==> src/rtl/alu_op_sequencer.sv <==
// alu_op_sequencer
//   Initiator side of the al_unit operand/opcode interface. It accepts one ALU
//   operation per request handshake and drives the operands and opcode into
//   al_unit from registers. After a settle interval it captures the result and
//   the zero flag, then returns them on a response handshake. It also keeps
//   saturating counts of completed operations and of zero results.
//
// Ports
//   clk, rst_n                  clock, asynchronous active-low reset
//   req_valid/req_ready         request handshake (ready only in IDLE)
//   req_ra, req_rb, req_aluc    operation to run
//   alu_ra, alu_rb, cu_aluc     registered drive into al_unit
//   alu_result, alu_zero        al_unit outputs (combinational)
//   rsp_valid/rsp_ready         response handshake
//   rsp_result, rsp_zero        captured al_unit outputs
//   busy                        state != IDLE
//   op_count, zero_count        saturating completion / zero-result counters
module alu_op_sequencer #(
  parameter int unsigned WIDTH  = 32,
  parameter int unsigned SETTLE = 1,
  parameter int unsigned CNT_W  = 16
) (
  input  logic             clk,
  input  logic             rst_n,
  input  logic             req_valid,
  output logic             req_ready,
  input  logic [WIDTH-1:0] req_ra,
  input  logic [WIDTH-1:0] req_rb,
  input  logic [3:0]       req_aluc,
  output logic [WIDTH-1:0] alu_ra,
  output logic [WIDTH-1:0] alu_rb,
  output logic [3:0]       cu_aluc,
  input  logic [WIDTH-1:0] alu_result,
  input  logic             alu_zero,
  output logic             rsp_valid,
  input  logic             rsp_ready,
  output logic [WIDTH-1:0] rsp_result,
  output logic             rsp_zero,
  output logic             busy,
  output logic [CNT_W-1:0] op_count,
  output logic [CNT_W-1:0] zero_count
);

  // A settle interval of zero still needs one edge for al_unit to respond.
  localparam int unsigned SETTLE_EFF = (SETTLE == 0) ? 1 : SETTLE;
  localparam int unsigned SC_W       = (SETTLE_EFF < 2) ? 1 : $clog2(SETTLE_EFF + 1);

  typedef enum logic [1:0] {
    S_IDLE = 2'd0,
    S_WAIT = 2'd1,
    S_RESP = 2'd2
  } state_t;

  state_t             state_q, state_d;
  logic [SC_W-1:0]    settle_q, settle_d;
  logic [WIDTH-1:0]   ra_q, ra_d;
  logic [WIDTH-1:0]   rb_q, rb_d;
  logic [3:0]         aluc_q, aluc_d;
  logic [WIDTH-1:0]   result_q, result_d;
  logic               zero_q, zero_d;
  logic [CNT_W-1:0]   op_cnt_q, op_cnt_d;
  logic [CNT_W-1:0]   zero_cnt_q, zero_cnt_d;

  always_ff @(posedge clk or negedge rst_n) begin
    if (!rst_n) begin
      state_q    <= S_IDLE;
      settle_q   <= '0;
      ra_q       <= '0;
      rb_q       <= '0;
      aluc_q     <= '0;
      result_q   <= '0;
      zero_q     <= 1'b0;
      op_cnt_q   <= '0;
      zero_cnt_q <= '0;
    end else begin
      state_q    <= state_d;
      settle_q   <= settle_d;
      ra_q       <= ra_d;
      rb_q       <= rb_d;
      aluc_q     <= aluc_d;
      result_q   <= result_d;
      zero_q     <= zero_d;
      op_cnt_q   <= op_cnt_d;
      zero_cnt_q <= zero_cnt_d;
    end
  end

  always_comb begin
    state_d    = state_q;
    settle_d   = settle_q;
    ra_d       = ra_q;
    rb_d       = rb_q;
    aluc_d     = aluc_q;
    result_d   = result_q;
    zero_d     = zero_q;
    op_cnt_d   = op_cnt_q;
    zero_cnt_d = zero_cnt_q;

    unique case (state_q)
      S_IDLE: begin
        if (req_valid) begin
          ra_d     = req_ra;
          rb_d     = req_rb;
          aluc_d   = req_aluc;
          settle_d = SC_W'(SETTLE_EFF);
          state_d  = S_WAIT;
        end
      end
      S_WAIT: begin
        if (settle_q == SC_W'(1)) begin
          result_d = alu_result;
          zero_d   = alu_zero;
          state_d  = S_RESP;
        end else begin
          settle_d = settle_q - SC_W'(1);
        end
      end
      S_RESP: begin
        if (rsp_ready) begin
          if (op_cnt_q != '1) begin
            op_cnt_d = op_cnt_q + CNT_W'(1);
          end
          if (zero_q && (zero_cnt_q != '1)) begin
            zero_cnt_d = zero_cnt_q + CNT_W'(1);
          end
          state_d = S_IDLE;
        end
      end
      default: state_d = S_IDLE;
    endcase
  end

  // Handshake flags come from the state register alone, so no input reaches them combinationally.
  assign req_ready  = (state_q == S_IDLE);
  assign rsp_valid  = (state_q == S_RESP);
  assign busy       = (state_q != S_IDLE);
  assign alu_ra     = ra_q;
  assign alu_rb     = rb_q;
  assign cu_aluc    = aluc_q;
  assign rsp_result = result_q;
  assign rsp_zero   = zero_q;
  assign op_count   = op_cnt_q;
  assign zero_count = zero_cnt_q;

endmodule

==> config.mk <==
export PLATFORM = sky130hd
export DESIGN_NAME = alu_op_sequencer
export DESIGN_NICKNAME = d
export VERILOG_FILES = /design/src/rtl/alu_op_sequencer.sv
export SDC_FILE = /design/constraint.sdc
export NUM_CORES = 1
export LEC_CHECK = 0
export BUFFER_PORTS_ARGS = -buffer_cell sky130_fd_sc_hd__buf_2
export CORE_ASPECT_RATIO = 0.75
export CORE_MARGIN = 2
export CORE_UTILIZATION = 51
export CTS_CLUSTER_SIZE = 24
export DETAILED_ROUTE_END_ITERATION = 10
export MAX_ROUTING_LAYER = met4
export PLACE_DENSITY = 0.87
export SYNTH_ARGS = -nofsm -noshare
export SYNTH_HDL_FRONTEND = slang
export SYNTH_SLANG_ARGS = --single-unit
==> constraint.sdc <==
create_clock -name clk -period 4.3 [get_ports clk]
set_clock_uncertainty 0.1 [all_clocks]
set_input_delay 0.86 -clock clk [delete_from_list [all_inputs] [get_ports clk]]
set_output_delay 0.86 -clock clk [all_outputs]
set_load 0.01 [all_outputs]
# Yosys cells after proc, flatten, opt, wreduce, memory -nomap -nowiden
# Cells that the tools add are included.
totals:
  ramBits: 0
  n_memories: 0
  romBits: 0
  ff_bits: 136
  out_inout_bits: 136
  latch_bits: 0
classes:
  div: 0
  n_addsub: 3
  eq_ne: 7
  order_cmp: 0
  n_reduce_logical: 10
  n_mux: 7
  shift: 0
  n_bitwise: 0
  n_mul: 0
ops:
  columns: ["cell", "n"]
  rows:
  - ["16-bit by 1-bit adder with 16-bit output, second input constant", 2]
  - ["16-bit inequality test, second input constant", 2]
  - ["3-bit AND reduction", 3]
  - ["2-bit two-way mux", 3]
  - ["2-bit case mux with 3 select lines", 1]
  - ["2-bit AND reduction", 3]
  - ["2-bit inequality test, second input constant", 2]
  - ["2-bit nonzero test", 2]
  - ["2-bit by 1-bit == test with 1-bit output, second input constant", 1]
  - ["2-bit == test, second input constant", 1]
  - ["2-bit logical NOT", 1]
  - ["1-bit two-way mux", 2]
  - ["2-bit by 1-bit inequality test with 1-bit output, second input constant", 1]
  - ["1-bit case mux with 2 select lines", 1]
  - ["1-bit logical AND", 1]
  - ["1-bit subtractor, second input constant", 1]

# Longest topological paths before layout
# Gate-level depths: netlist (run 1).
depth:
  ltp_word: 3
  depth_mapped: 7
  depth_no_buf: 6

# Least setup slack after synthesis (run 1)
# Ideal clock, no wire load.
synth_timing:
  path_type: "input-to-reg"
  from: "input rsp_ready"
  to: "register zero_cnt_q[10], in the netlist zero_count[10]"
  arrival_ns: 1.843
  slack_ns: 2.231
  path_stages: 5
  setup_ns: 0.126
  path_cell_list: "nand3b_4 or3_1 nor3b_2 nand3_1 xnor2_1"
synth_between:
  elab_chain_len: 1
synth_lines:
  columns: ["item", "line", "rtl"]
  rows:
  - ["start, declared", "36", "input logic rsp_ready,"]
  - ["3-bit AND reduction (no line)", null, null]
  - ["end signal, assigned", "84", "zero_cnt_q <= zero_cnt_d;"]
  - ["end, declared", "62", "logic [CNT_W-1:0] zero_cnt_q, zero_cnt_d;"]
# Every way passes these cells.
# A chain may end at the register's enable or synchronous reset.

# Worst setup path after layout (run 1)
layout_timing:
  from: "register state_q[1]"
  to: "register ra_q[18], in the netlist alu_ra[18]"
layout_between:
  elab_chain_len: 2
layout_lines:
  columns: ["item", "line", "rtl"]
  rows:
  - ["start, declared", "54", "state_t state_q, state_d;"]
  - ["start signal, assigned", "76", "state_q <= state_d;"]
  - ["2-bit logical NOT", "99", "unique case (state_q)"]
  - ["2-bit AND reduction (no line)", null, null]
  - ["end signal, assigned", "78", "ra_q <= ra_d;"]
  - ["end, declared", "56", "logic [WIDTH-1:0] ra_q, ra_d;"]
# Every way passes these cells.

==> impl_metrics.ini, run 1 <==
[worst_setup_path]
worst_path_max_delay_cell = and2_2
cp-start-kind = register
rrSetupSlack_ns = 1.90
cp_max_fo = 28
cp.required_ns = 4.48
path_delay_family = simple AND/OR/NAND/NOR gates
worstPathArrival_ns = 2.58
worstPathCellList = or2_1 > inv_1 > and2_2 > buf_4 > mux2_2
endpoint_kind = register
cp_slowest_stage_delay_ns = 0.51
cp.buffers_inverters = 2
path_class = reg2reg

[floorplanning]
die_w_um = 123
start_util_pct = 52.8
ios = 241
die_h_um = 93.5
fp.coreArea_um2 = 10300
fp.dieArea_um2 = 11500
rows = 32

[timing]
final.min_clock_period_ns = 2.40
grt_setup_unrepaired = no
drv_slew = 0
finalCritPeriodShare_pct = 55.7
setup_violations = 0
tns_ns = 0
max-slew-margin-rel_pct = 28.1
worst_hold_slack_ns = 0.399
max_freq_ghz = 0.417
worst-slew-pin-transition_ns = 1.08
hold_violations = 0

[cts]
tritoncts = built
cts_inserted_buffers = 17
insertion_delay_ns = 0.41
root_buffer = clkbuf_16
ctsResizeCount = 0
htree_num_levels = 4
numClockSinks = 136
clockBufferDepth = 2
post_cts_buffers = 0
clkSlewWorstSetupHoldPaths_ns = 0.06
cts-hold-fix-buffers = 0

[global_route]
grt_pass1_vias = 4101
grt_start_max_net_pins = 121
grt_pass1_wl_um = 20000
antenna_found_initial = 1
grt.total_usage_pct = 23.4
overflow = 0

[power_and_ir_drop]
p_int_w = 0.00352
netSwitchingFraction_pct = 33.2
p_comb_share_pct = 34.8
p_switching_w = 0.00175
peakVddDrop_v = 0.000391
p_clk_share_pct = 24.8
p_seq_share_pct = 40.4
power.leakage_nw = 3.64
power_per_cell_area_nw_per_um2 = 718

[detailed_routing]
via_count = 3954
drc = 0
drt_wl_total_um = 13100
dr.pass1.iters = 5
vias_per_cell = 5.11
wl_per_cell_um = 16.9
postRouteAntennaNets = 0
drtIter0Drc = 159

[synthesis]
syn_inst = 372
syn_avg_cell_area_um2 = 14.7
async_flop_share_pct = 100
syn-cell-area_um2 = 5450
synth.area.top_cells = dfrtp_1, mux2_2, xnor2_1
yosysSeqAreaShare_pct = 62.4
synth_top_area_share_pct = 62.4
synthFlopType = dfrtp_1
synth_seq_cells = 136
yosys.area.top_type = dfrtp_1
synth-edff-count = 0
yosysWarnings = 0
ys_types = 45
syn-num-nets = 479

[finish]
final_cell_mix = buf_2, dfrtp_1, mux2_2, clkbuf_16, nand2_1
areaGrowthSynthToFinish_pct = 34.6
drive_gt1_share_pct = 61.5
nNetsFinal = 731
final_common_cell = buf_2

[placement]
port_buffers = 240
place.gp.congestion = 0.823
dp_hpwl_um = 9520

[status]
status = completed

[min_path]
hp-class = reg2reg

[job]
maxCapViolations = 0
-- worst register-to-register path: cells and delay by family (launching register included) --
family | cells | cell delay, ns
flip-flops | 1 | 0.46
multiplexers | 1 | 0.41
buffers and inverters | 2 | 0.53
AND/OR/NAND/NOR | 2 | 0.79
-- stage by stage --
step / cells / setup WS [ns] / cell area, um^2 / util, % / total power (W)
detailed placement: 741 / 1.74 / 6790 / 65.7 / 0.00399
CTS: 773 / 1.89 / 7330 / 71.0 / 0.00532
global route: 774 / 1.77 / 7340 / 71.0 / 0.00556
global placement: 741 / 1.81 / 6790 / 65.7 / 0.00386
finish: 774 / 1.90 / 7340 / 71.0 / 0.00527
floorplan: 372 / 2.23 / 5450 / - / 0.00317
-- per-layer routing --
| metal | part of all wire [%] | vias to the layer above | GRT usage, % | wire [um] |
|---|---|---|---|---|
| met3 | 6.6 | 20 | 5.85 | 869 |
| li1 | - | 1827 | - | - |
| met4 | 1.6 | 0 | 8.43 | 208 |
| met1 | 40 | 1930 | 26.4 | 5190 |
| met2 | 52 | 177 | 40.3 | 6830 |
| met5 | 0 | - | - | 0 |
-- sequential cells by signal, summed over array words and instances, names as in the netlist --
signal and flops:
settle_q 1, rsp_result 32, alu_ra 32, cu_aluc 4, op_count 16, zero_count 16
state_q 2, rsp_zero 1, alu_rb 32
-- kinds of logic (layout without fill, tap and decap cells) --
logic type	Yosys count	in the layout	share of synthesized area (%)
simple gates	75	75	7.99
compound gates	14	14	1.81
other cells	0	1	0
mux	106	106	21.9
fa+ha+maj	2	2	0.459
buf+inv	16	281	1.68
xor+xnor	23	23	3.70
flops	136	136	62.4
-- power by group through the flow --
stage               clock (W)  sequential, W  combinational [W]
CTS                   0.00133        0.00213            0.00186
global placement            0        0.00210            0.00176
global route          0.00139        0.00219            0.00198
detailed placement          0        0.00214            0.00184
floorplan                   0        0.00237           0.000798
finish                0.00131        0.00213            0.00183
-- worst paths after layout --
kind	start	to	cells past startpoint
max	state_q[1]$_DFFE_PN0P_	alu_ra[18]$_DFFE_PN0P_	5
min	op_count[15]$_DFFE_PN0P_	op_count[15]$_DFFE_PN0P_	1
max reg2reg	state_q[1]$_DFFE_PN0P_	alu_ra[18]$_DFFE_PN0P_	5
min reg2reg	op_count[15]$_DFFE_PN0P_	op_count[15]$_DFFE_PN0P_	1
max in group asynchronous	rst_n	rsp_result[11]$_DFFE_PN0P_	2
min in group asynchronous	rst_n	zero_count[15]$_DFFE_PN0P_	1
-- area by class of cell --
| cell class | instances | area, um^2 |
|---|---|---|
| flip-flops and latches | 136 | 3400 |
| clock buffers | 19 | 443 |
| fillers | 720 | 2990 |
| well taps | 136 | 170 |
| diodes | 1 | 2.50 |
| multi-input cells | 220 | 1960 |
| inverters | 4 | 15.0 |
| clock inverters | 13 | 98.8 |
| repair buffers | 245 | 1240 |
-- Yosys cell counts (2+ instances only) --
library cell  number
o21ai_0            3
and3_1             3
xor2_1            11
clkbuf_1           2
buf_6              3
ha_1               2
inv_1              4
o21a_1             3
nor3_1             4
nor4_1             2
or3_1              3
mux2_2           104
nand2_1           16
buf_2              7
dfrtp_1          136
nand3_1           13
nand4_1            5
xnor2_1           12
a31oi_1            2
a21oi_1            2
nor2_1            11
Note: power is estimated with default switching activity, not from simulation.
==> inputs of run 2 (changes only) <==
--- a/config.mk
+++ b/config.mk
@@ -8,11 +8,11 @@
 export BUFFER_PORTS_ARGS = -buffer_cell sky130_fd_sc_hd__buf_2
 export CORE_ASPECT_RATIO = 0.75
 export CORE_MARGIN = 2
-export CORE_UTILIZATION = 51
+export CORE_UTILIZATION = 43
 export CTS_CLUSTER_SIZE = 24
 export DETAILED_ROUTE_END_ITERATION = 10
 export MAX_ROUTING_LAYER = met4
-export PLACE_DENSITY = 0.87
+export PLACE_DENSITY = 0.79
 export SYNTH_ARGS = -nofsm -noshare
 export SYNTH_HDL_FRONTEND = slang
 export SYNTH_SLANG_ARGS = --single-unit
==> constraint.sdc (replaced) <==
create_clock -name clk -period 1.97 [get_ports clk]
set_clock_uncertainty 0.1 [all_clocks]
set_input_delay 0.394 -clock clk [delete_from_list [all_inputs] [get_ports clk]]
set_output_delay 0.394 -clock clk [all_outputs]
set_load 0.01 [all_outputs]
==> run 2 against run 1 <==
Effect of this change: core utilization decreased by 9.3 points; critical path depth unchanged; count of clock-buffer cells in the layout grew 1; via count fell by 1.1%; first-iteration DRC count is 25% higher; register-to-register slack worse by 1.8 ns; clock power grew 140%; largest cell class unchanged; sequential share of layout area shrank 1.6 points; global-route usage decreased by 4.2 points.
==> impl_metrics.ini, run 2 (synthesized netlist as in run 1, its figures left out) <==
[status]
status = completed

[timing]
max-slew-margin-rel_pct = 71.9
hold_violations = 0
tns_ns = 0
worst-slew-pin-transition_ns = 0.419
final.min_clock_period_ns = 1.90
finalCritPeriodShare_pct = 96.5
max_freq_ghz = 0.526
setup_violations = 0
drv_slew = 0
setup_ws_ns = 0.0689

[global_route]
grt_pass1_wl_um = 19600
grt.total_usage_pct = 19.2
gr-usage-met3_pct = 5.91
overflow = 0
grt_pass1_vias = 3940
grt_busiest_layer = met2
use_met2_pct = 29.9
antenna_found_initial = 0
gr-usage-met1_pct = 24.9
grt_start_max_net_pins = 54

[finish]
final_common_cell = buf_2
drive_gt1_share_pct = 62.2
multi_input_area_um2 = 1970
finalInstanceArea_um2 = 7590
fin_cells = 814
antennaDiodeCount = 0
nNetsFinal = 743
areaGrowthSynthToFinish_pct = 39.3
final_cell_mix = buf_2, dfrtp_1, mux2_2, clkbuf_16, nand2_1
n_fill_cell = 983
regArea_um2 = 3400
post-route-util_pct = 61.7

[worst_setup_path]
path_class = reg2reg
rr_worst_depth = 5
r2r-start = state_q[0]$_DFFE_PN0P_
endpoint_kind = register
worstPathArrival_ns = 2.09
cp_slowest_stage_delay_ns = 0.45
worstPathCellList = nand3b_4 > nor3_2 > o311ai_4 > or3_1 > xnor2_1
cp-start-kind = register
cp.required_ns = 2.15
worst_path_max_delay_cell = dfrtp_2
r2r-end = op_count[13]$_DFFE_PN0P_
rrSetupSlack_ns = 0.07
cp_max_fo = 7

[min_path]
hp-class = in2reg
hp-start = alu_result[0]
hold_end = rsp_result[0]$_DFFE_PN0P_
holdPathStages = 2

[floorplanning]
rows = 35
die_h_um = 102
fp.dieArea_um2 = 13600
ios = 241
start_util_pct = 44.3
die_w_um = 134
fp.coreArea_um2 = 12300

[placement]
place_ws_ns = 0.0983
dpl-instance-area_um2 = 6960
port_buffers = 240
dp_hpwl_um = 9480
place.gp.congestion = 0.855
placed_cells = 782

[job]
maxCapViolations = 0

[cts]
root_buffer = clkbuf_16
insertion_delay_ns = 0.40
cts_inserted_buffers = 17
clockBufferDepth = 2
numClockSinks = 136
clkSlewWorstSetupHoldPaths_ns = 0.06
post_cts_buffers = 0
htree_num_levels = 4
tritoncts = built

[detailed_routing]
postRouteAntennaNets = 0
drc = 0
wl_per_cell_um = 15.6
via_count = 3910
dr.pass1.iters = 4
vias_per_cell = 4.80
drtIter0Drc = 198
drt_wl_total_um = 12700

[power_and_ir_drop]
peakVddDrop_v = 0.000790
power_per_cell_area_nw_per_um2 = 1550
power.leakage_nw = 3.75
==> run 2: changes by cell type in the layout (fill, tap and decap cells not counted), sizes merged <==
| cell | previous run | this run |
|---|---|---|
| clkinvlp | 6 | 3 |
| inv | 7 | 4 |
| clkinv | 4 | 5 |
| buf | 245 | 256 |
| bufinv | 0 | 3 |
| diode | 1 | 0 |
| clkbuf | 19 | 20 |
| dlygate4sd3 | 0 | 1 |
==> run 2: final cells by class <==
cell class | count | area share, %
flip-flops and latches | 136 | 44.8
multi-input cells | 220 | 26.0
repair buffers | 257 | 18.3
clock buffers | 20 | 6.01
well taps | 166 | 2.73
clock inverters | 11 | 1.96
inverters | 4 | 0.198
==> run 2: stage by stage <==
stage          hold WS (ns)  power (W)
6_report              0.117     0.0118
5_1_grt              0.0918     0.0125
4_1_cts               0.102     0.0120
3_5_place_dp          0.183    0.00872
3_3_place_gp          0.177    0.00852
2_1_floorplan      -0.00159    0.00691
==> run 2: how the worst max path moves through the flow <==
stage / startpoint / end / cells past startpoint
2_1_floorplan: state_q[1]$_DFFE_PN0P_ / alu_rb[0]$_DFFE_PN0P_ / 7
3_3_place_gp: state_q[0]$_DFFE_PN0P_ / zero_count[10]$_DFFE_PN0P_ / 5
3_5_place_dp: state_q[0]$_DFFE_PN0P_ / zero_count[10]$_DFFE_PN0P_ / 5
4_1_cts: state_q[0]$_DFFE_PN0P_ / zero_count[10]$_DFFE_PN0P_ / 5
5_1_grt: state_q[0]$_DFFE_PN0P_ / op_count[15]$_DFFE_PN0P_ / 5
6_report: state_q[0]$_DFFE_PN0P_ / op_count[13]$_DFFE_PN0P_ / 5
==> run 2: metal layers <==
metal  share of wire [%]  up-vias
li1                    -     1841
met2                  49      150
met3                 6.8        8
met5                   0        -
met4                0.45        0
met1                  44     1911
==> run 2: power breakdown <==
part / leakage (nW) / internal [W] / switching, W
clock network: 0.288 / 0.00205 / 0.00115
registers: 1.65 / 0.00396 / 0.000651
logic: 1.82 / 0.00211 / 0.00188
total: 3.75 / 0.00813 / 0.00367
==> run 2: critical path, delay by kind of cell (launching register included) <==
| family | cells | cell delay (ns) |
|---|---|---|
| and+or+nand+nor | 3 | 0.91 |
| AOI/OAI and AO/OA | 1 | 0.19 |
| xor gates and xnor gates | 1 | 0.13 |
| DFF | 1 | 0.45 |
==> run 2: repair_timing <==
| action | 4_1_cts | 5_1_grt |
|---|---|---|
| endpoints found under the hold margin | 22 | 0 |
| resized for setup | 0 | 4 |
| hold buffers | 1 | 0 |
| setup endpoints to repair | 0 | 5 |
==> inputs of run 3 (changes only) <==
--- a/config.mk
+++ b/config.mk
@@ -13,6 +13,7 @@
 export DETAILED_ROUTE_END_ITERATION = 10
 export MAX_ROUTING_LAYER = met4
 export PLACE_DENSITY = 0.79
+export SETUP_SLACK_MARGIN = 0.3
 export SYNTH_ARGS = -nofsm -noshare
 export SYNTH_HDL_FRONTEND = slang
 export SYNTH_SLANG_ARGS = --single-unit
==> run 3 against run 2 <==
Effect of this change: clock power grew 3%; die area is the same; first-iteration DRC count shrank 25%.
==> impl_metrics.ini, run 3 (synthesized netlist as in run 1, its figures left out) <==
[status]
status = completed

[timing]
tns_ns = 0
worst-slew-pin-transition_ns = 0.481
grt_setup_unrepaired = yes
final.min_clock_period_ns = 1.80
finalCritPeriodShare_pct = 91.4
drv_slew = 0
max_freq_ghz = 0.555
max-slew-margin-rel_pct = 67.9
hold_violations = 0
setup_violations = 0
setup_ws_ns = 0.169

[floorplanning]
fp.dieArea_um2 = 13600
fp.coreArea_um2 = 12300
die_w_um = 134
die_h_um = 102
ios = 241
rows = 35
start_util_pct = 44.3

[power_and_ir_drop]
p_seq_share_pct = 36.7
p_clk_share_pct = 25.9
power_per_cell_area_nw_per_um2 = 1530
total_power_w = 0.0128
power.leakage_nw = 4.17
p_int_w = 0.00867
peakVddDrop_v = 0.000820
p_comb_share_pct = 37.5
p_switching_w = 0.00410
netSwitchingFraction_pct = 32.1

[detailed_routing]
vias_per_cell = 4.97
wl_per_cell_um = 18.1
drc = 0
drtIter0Drc = 149
drt_wl_total_um = 15700
postRouteAntennaNets = 0
dr.pass1.iters = 4
via_count = 4297

[finish]
regArea_um2 = 3420
n_fill_cell = 875
finalInstanceArea_um2 = 8370
final_cell_mix = buf_2, dfrtp_1, mux2_2, buf_4, mux2_4
fin_cells = 865
nNetsFinal = 791
multi_input_area_um2 = 2290
final_common_cell = buf_2
drive_gt1_share_pct = 72.0
areaGrowthSynthToFinish_pct = 53.5

[worst_setup_path]
r2r-end = alu_rb[26]$_DFFE_PN0P_
path_class = reg2reg
cp-start-kind = register
cp_max_fo = 23
worstPathArrival_ns = 1.99
endpoint_kind = register
rr_worst_depth = 5
r2r-start = state_q[1]$_DFFE_PN0P_
rrSetupSlack_ns = 0.17
cp.required_ns = 2.16

[cts]
htree_num_levels = 4
numClockSinks = 136
clkSlewWorstSetupHoldPaths_ns = 0.06
cts_inserted_buffers = 17
tritoncts = built
root_buffer = clkbuf_16
insertion_delay_ns = 0.41
clockBufferDepth = 2

[global_route]
antenna_found_initial = 2
grt_pass1_vias = 4500
grt_pass1_wl_um = 23100
overflow = 0
grt.total_usage_pct = 22.8
grt_start_max_net_pins = 50

[min_path]
hold_end = rsp_result[24]$_DFFE_PN0P_
hp-start = alu_result[24]
hp-class = in2reg
holdPathStages = 2

[placement]
place.gp.congestion = 0.838
place_ws_ns = 0.119
dpl-instance-area_um2 = 7090
placed_cells = 779
dp_hpwl_um = 10100
port_buffers = 240

[job]
maxCapViolations = 0
==> run 3: cell count changes in the layout (fill, tap and decap cells not counted), sizes merged <==
cell / before / now
buf: 256 / 304
clkbuf: 20 / 19
clkinv: 5 / 4
clkinvlp: 3 / 4
diode: 0 / 2
inv: 4 / 6
==> run 3: repair_timing <==
item,in CTS,in global routing
endpoints found under the setup margin,92,97
pin swaps,14,19
buffers inserted,32,19
endpoints found under the hold margin,44,0
gates resized for setup,28,30
hold buffers,1,0
==> run 3: area by class of cell <==
| cell class | count | area share, % |
|---|---|---|
| multi-input cells | 220 | 27.4 |
| clock buffers | 19 | 5.41 |
| well taps | 166 | 2.48 |
| inverters | 4 | 0.209 |
| flip-flops and latches | 136 | 40.9 |
| clock inverters | 13 | 2.02 |
| repair buffers | 305 | 21.6 |
| diodes | 2 | 0.0598 |
==> run 3: power by group through the flow <==
stage / combinational [W] / clock, W / sequential [W]
final: 0.00479 / 0.00330 / 0.00469
after detailed placement: 0.00436 / 0 / 0.00469
after global placement: 0.00425 / 0 / 0.00458
after global routing: 0.00509 / 0.00351 / 0.00483
after floorplan: 0.00203 / 0 / 0.00519
after CTS: 0.00466 / 0.00336 / 0.00465
==> run 3: worst max-delay path by stage <==
stage	startpoint	to	slack (ns)	cells past startpoint
2_1_floorplan	zero_count[1]$_DFFE_PN0P_	zero_count[1]$_DFFE_PN0P_	0.16	5
3_3_place_gp	rsp_ready	zero_count[10]$_DFFE_PN0P_	0.16	6
3_5_place_dp	zero_count[1]$_DFFE_PN0P_	zero_count[1]$_DFFE_PN0P_	0.12	5
4_1_cts	state_q[1]$_DFFE_PN0P_	busy	0.19	2
5_1_grt	state_q[0]$_DFFE_PN0P_	zero_count[8]$_DFFE_PN0P_	0.11	5
6_report	state_q[1]$_DFFE_PN0P_	alu_rb[26]$_DFFE_PN0P_	0.17	5
==> run 3: stage by stage <==
stage	utilization, %	hold WS (ns)
after detailed placement	57.6	0.269
after global placement	57.6	0.268
after global routing	68.0	0.0913
after floorplan	-	-0.00159
after CTS	65.7	0.0962
final	68.0	0.110
==> run 3: worst max-delay path, stage by stage (launching register included) <==
cell and delay (ns):
dfrtp_2 0.44, or2_4 0.28, inv_4 0.06, and2_4 0.21, buf_12 0.22, mux2_2 0.36
==> run 3: per-layer routing <==
metal / wire length, um / share of wire (%) / vias to the layer above / global-route usage, %
li1: - / - / 1946 / -
met1: 6210 / 40 / 2146 / 25.7
met2: 8310 / 53 / 175 / 39.1
met3: 862 / 5.5 / 30 / 5.71
met4: 310 / 2.0 / 0 / 9.80
met5: 0 / 0 / - / -
